**src/rtl/prince_share_unloader_if.sv**
```systemverilog
// Host-side bus of the masked PRINCE share unloader: parallel share capture
// on the load side, CHUNK-per-share beats with valid/ready on the stream side.
interface prince_share_unloader_if #(
    parameter int SHARES = 2,
    parameter int CHUNK  = 8
);
    logic                    load;
    logic [64*SHARES-1:0]    din;
    logic                    busy;
    logic [CHUNK*SHARES-1:0] dout;
    logic                    dout_valid;
    logic                    dout_ready;
    logic                    dout_last;
    logic                    done;

    modport slave (
        input  load, din, dout_ready,
        output busy, dout, dout_valid, dout_last, done
    );

    modport master (
        output load, din, dout_ready,
        input  busy, dout, dout_valid, dout_last, done
    );
endinterface

```
**src/rtl/prince_share_unloader.sv**
```systemverilog
// Captures SHARES masked 64-bit shares in one cycle and streams them out
// MSB-first as CHUNK-bit slices per share; shares never share logic.
module prince_share_unloader #(
    parameter int SHARES = 2,
    parameter int CHUNK  = 8
) (
    input  logic                     clk,
    input  logic                     rst,
    prince_share_unloader_if.slave   bus
);
    localparam int NBEATS = 64 / CHUNK;
    localparam int CW     = (NBEATS > 1) ? $clog2(NBEATS) : 1;

    // One-hot so busy/dout_valid come straight off a flop bit.
    typedef enum logic [1:0] {
        IDLE   = 2'b01,
        STREAM = 2'b10
    } state_t;

    state_t                  state_q, state_d;
    logic [SHARES-1:0][63:0] sh_q, sh_d;
    logic [CW-1:0]           cnt_q, cnt_d;
    logic                    last_q, last_d;
    logic                    done_q, done_d;
    logic                    xfer;

    assign xfer = state_q[1] & bus.dout_ready;

    always_ff @(posedge clk) begin
        if (rst) begin
            state_q <= IDLE;
            sh_q    <= '0;
            cnt_q   <= '0;
            last_q  <= 1'b0;
            done_q  <= 1'b0;
        end else begin
            state_q <= state_d;
            sh_q    <= sh_d;
            cnt_q   <= cnt_d;
            last_q  <= last_d;
            done_q  <= done_d;
        end
    end

    always_comb begin
        state_d = state_q;
        sh_d    = sh_q;
        cnt_d   = cnt_q;
        last_d  = last_q;
        done_d  = 1'b0;
        unique case (state_q)
            IDLE: begin
                if (bus.load) begin
                    sh_d    = bus.din;
                    cnt_d   = '0;
                    last_d  = (NBEATS == 1);
                    state_d = STREAM;
                end
            end
            STREAM: begin
                if (xfer) begin
                    if (last_q) begin
                        // Zeroize so no share residue lingers after the stream.
                        sh_d    = '0;
                        cnt_d   = '0;
                        last_d  = 1'b0;
                        done_d  = 1'b1;
                        state_d = IDLE;
                    end else begin
                        for (int i = 0; i < SHARES; i++)
                            sh_d[i] = sh_q[i] << CHUNK;
                        cnt_d  = cnt_q + CW'(1);
                        last_d = ((cnt_q + CW'(1)) == CW'(NBEATS - 1));
                    end
                end
            end
            default: begin
                state_d = IDLE;
            end
        endcase
    end

    assign bus.busy       = state_q[1];
    assign bus.dout_valid = state_q[1];
    assign bus.dout_last  = last_q;
    assign bus.done       = done_q;

    for (genvar i = 0; i < SHARES; i++) begin : g_slice
        assign bus.dout[CHUNK*i +: CHUNK] = sh_q[i][63 -: CHUNK];
    end
endmodule

```
**src/flat_wrapper.sv**
```systemverilog
// flat-port wrapper written by rule: the top's interface ports become plain ports
module prince_share_unloader_flat 
#(
    parameter int SHARES = 2,
    parameter int CHUNK  = 8
)
  (clk, rst, bus_load, bus_din, bus_dout_ready, bus_busy, bus_dout, bus_dout_valid, bus_dout_last, bus_done);
  prince_share_unloader_if #(.SHARES(SHARES), .CHUNK(CHUNK)) bus_i ();
  input  logic clk;
  input  logic rst;
  input wire logic [$bits(bus_i.load)-1:0] bus_load;
  input wire logic [$bits(bus_i.din)-1:0] bus_din;
  input wire logic [$bits(bus_i.dout_ready)-1:0] bus_dout_ready;
  output wire logic [$bits(bus_i.busy)-1:0] bus_busy;
  output wire logic [$bits(bus_i.dout)-1:0] bus_dout;
  output wire logic [$bits(bus_i.dout_valid)-1:0] bus_dout_valid;
  output wire logic [$bits(bus_i.dout_last)-1:0] bus_dout_last;
  output wire logic [$bits(bus_i.done)-1:0] bus_done;
  assign bus_i.load = bus_load;
  assign bus_i.din = bus_din;
  assign bus_i.dout_ready = bus_dout_ready;
  assign bus_busy = bus_i.busy;
  assign bus_dout = bus_i.dout;
  assign bus_dout_valid = bus_i.dout_valid;
  assign bus_dout_last = bus_i.dout_last;
  assign bus_done = bus_i.done;
  prince_share_unloader #(.SHARES(SHARES), .CHUNK(CHUNK)) u_core (.clk(clk), .rst(rst), .bus(bus_i));
endmodule
```
**config.mk**
```make
export PLATFORM = sky130hd
export DESIGN_NAME = prince_share_unloader_flat
export DESIGN_NICKNAME = d
export VERILOG_FILES = /design/src/rtl/prince_share_unloader_if.sv /design/src/rtl/prince_share_unloader.sv /design/src/flat_wrapper.sv
export SDC_FILE = /design/constraint.sdc
export NUM_CORES = 1
export LEC_CHECK = 0
export BUFFER_PORTS_ARGS = -buffer_cell sky130_fd_sc_hd__buf_2
export CORE_AREA = 2 2 123 125
export DETAILED_ROUTE_END_ITERATION = 7
export DIE_AREA = 0 0 125 127
export GPL_TIMING_DRIVEN = 0
export HOLD_SLACK_MARGIN = 0.08
export PLACE_DENSITY = 0.76
export SKIP_CTS_REPAIR_TIMING = 1
export SYNTH_ARGS = -nofsm -noshare
export SYNTH_HDL_FRONTEND = slang
export SYNTH_SLANG_ARGS = --single-unit
```
**constraint.sdc**
```tcl
create_clock -name clk -period 1.4 [get_ports clk]
set_input_delay 0.07 -clock clk [delete_from_list [all_inputs] [get_ports clk]]
set_output_delay 0.07 -clock clk [all_outputs]
set_load 0.05 [all_outputs]
```
==> out/qor.csv <==
metric,value,unit
CTS H-tree depth,4,
Critical R2R Capture,u_core.sh_q[85],
worst reg2reg startpoint,u_core.state_q[0],
Worst-Margin Slew,0.908,ns
Ys Warns,0,
Post-Syn Nets,885,
initial core utilization,49.4,%
hpwl dp,14700,um
Longest Clk Path Bufs,2,
first-pass GRT wire length,32800,um
CP endpoint kind,flop,
#FFs+latches synth,135,
reg2reg path depth,7,
final setup fails,128,
root buffer cell,clkbuf_16,
area grow syn2layout,74.7,%
clk sinks,135,
Hold Path Class,in2reg,
die width,125,um
status,"complete, but fails checks",
vias in the first global route,6502,
hold_sp,bus_din[46],
worst hold slack,0.0435,ns
register area share after synthesis,37.9,%
min cycle time layout,1.64,ns
GRT Total Usage,25.5,%
vias,7944,
final wirelength,29800,um
GPL Wtd Cong,0.841,
routed vias/inst,6.32,
Site Rows,44,
Unique masters post-synth,26,
"Top cell by count, worst path",buf_6,
GRT overflow,0,
CP max-delay cell,dfxtp_2,
PwrDens,1000,nW/um2
Final Hold Viols,0,
layout cells sized above 1,55.2,%
leakage power,4.31,nW
MaxCap Viol Count,0,
Fin Clk Skew,0.0102,ns
die footprint,15900,um2
filler instances,696,
Syn Inst Count,751,
Iter 0 DRT Violations,638,
RSZ-0062 raised after global routing,true,
Die Span Y,127,um
wire length per cell,23.7,um
Ports,152,
CP Data Arrival Time,1.96,ns
Worst Slack Setup Final,-0.235,ns
router iterations before antenna repair,5,
Antenna diodes,0,
initial antenna violation count,0,
CTS tree,yes,
CP Cell Sequence,"buf_6, and3b_1, buf_6, buf_12, buf_8, nor3_2, a211oi_2",
Avg Synthesized Cell Area,9.49,um2
Reg2Reg Setup Slack,-0.24,ns
Max-slew headroom,39.4,%
DRC Markers,0,
Worst-path clk slew,0.06,ns
WL met2,15600,um
worst-skew pair later-pin latency,0.44,ns
maximum clock rate,612,MHz
total power,0.0125,W
CP Data Required Time,1.73,ns
"commonest non-fill, non-tap cells in the layout","buf_2 (162), dfxtp_1 (132), dlygate4sd3_1 (128)",
Worst path max stage delay,0.36,ns
worst vdd rail ir drop,955,uV
Post-DRT Antenna Nets,0,
mapped cell area,7130,um2
Setup crit start kind,flop,
Setup CP Type,reg2reg,
DR top layer,met4,
largest net degree at the start of global routing,17,
DR WL met3,1620,um
violated checks,negative setup slack,
final setup TNS,-14.89,ns
hold path depth,3,
"most common cell after layout, fill and taps aside",buf_2,
nets@finish,1194,
Max Fanout on Critical Path,10,
Min-Delay Endpoint,u_core.sh_q[46],
fin crit share,117,%
CTS buffer count,17,
routed length on met1,11200,um
PortBufs,151,
final slew viol count,0,
Core Area,14400,um2
## layer usage
metal  up-vias  track usage (%)
met3       113             5.70
li1       3549                -
met5         -                0
met2       368             43.4
met4         0             8.24
met1      3914             32.2
## synthesized netlist by cell type
cell,number,area share (%)
a211o_1,1,0.12
a21o_1,1,0.11
buf_4,20,2.1
buf_1,1,0.053
clkbuf_1,54,2.8
or3_1,2,0.18
nand3_1,4,0.28
nand3b_1,2,0.21
inv_1,1,0.053
nor3_1,113,7.9
dfxtp_1,135,38
nand2b_1,3,0.26
and3b_1,2,0.25
nand4b_1,1,0.12
a211oi_2,80,14
nor3_4,1,0.23
buf_2,46,3.2
a22o_1,16,2.0
xor2_1,1,0.12
a211oi_1,32,3.4
nand3b_2,1,0.16
a21oi_1,117,8.2
ha_1,2,0.35
nor2_1,1,0.053
nor4bb_1,112,16
nand2_1,2,0.11
## report_power, final
| part | switching, W | total [W] | internal, W |
|---|---|---|---|
| registers | 0.000308 | 0.00452 | 0.00421 |
| clock network | 0.00177 | 0.00463 | 0.00285 |
| logic | 0.00161 | 0.00335 | 0.00174 |
## flip-flops by register name, summed over array words and instances (netlist names)
register,cells
u_core.bus.done,1
u_core.bus.dout_last,1
u_core.state_q,2
u_core.bus.dout,16
u_core.sh_q,112
u_core.cnt_q,3
## kinds of logic after synthesis
| group | count (synthesis) | share of synthesized area (%) |
|---|---|---|
| buffers and inverters | 122 | 8.28 |
| XOR/XNOR | 1 | 0.123 |
| AO/OA/AOI/OAI | 247 | 27.8 |
| adder cells (fa/ha/maj) | 2 | 0.351 |
| flip-flops | 135 | 37.9 |
| AND/OR/NAND/NOR | 244 | 25.5 |
## critical path, delay by kind of cell, from the launching register on
kind	cells	cell delay [ns]
buffers and inverters	4	0.60
DFF	1	0.36
AOI/OAI and AO/OA	1	0.28
and+or+nand+nor	2	0.28
## final cells by class
type / instances / area, um2 / share of cell area, %
Clock buffer: 25 / 505 / 4.06
Clock inverter: 7 / 91.3 / 0.734
Inverter: 1 / 3.75 / 0.0301
Timing Repair Buffer: 290 / 2160 / 17.3
Sequential cell: 135 / 2710 / 21.8
Multi-Input combinational cell: 494 / 5560 / 44.7
Buffer: 121 / 1190 / 9.58
Tap cell: 184 / 230 / 1.85
## worst max-delay path by stage
stage	startpoint	to	cells past startpoint
after global routing	u_core.state_q[0]	u_core.sh_q[89]	6
final	u_core.state_q[0]	u_core.sh_q[85]	7
after CTS	u_core.state_q[0]	u_core.sh_q[98]	6
after floorplan	u_core.state_q[1]	u_core.bus.dout[6]	6
after detailed placement	u_core.state_q[0]	u_core.sh_q[98]	6
after global placement	u_core.state_q[0]	u_core.sh_q[86]	6
## metrics by stage
stage	instance area [um2]	instances	util (%)	worst slack, ns
2_1_floorplan	7420	751	-	-0.0756
3_3_place_gp	8410	1086	58.3	-0.400
3_5_place_dp	8410	1086	58.3	-0.447
4_1_cts	9000	1118	62.4	-0.461
5_1_grt	12500	1257	86.3	-0.297
6_report	12500	1257	86.3	-0.235
Note: power is estimated with default switching activity, not from simulation.
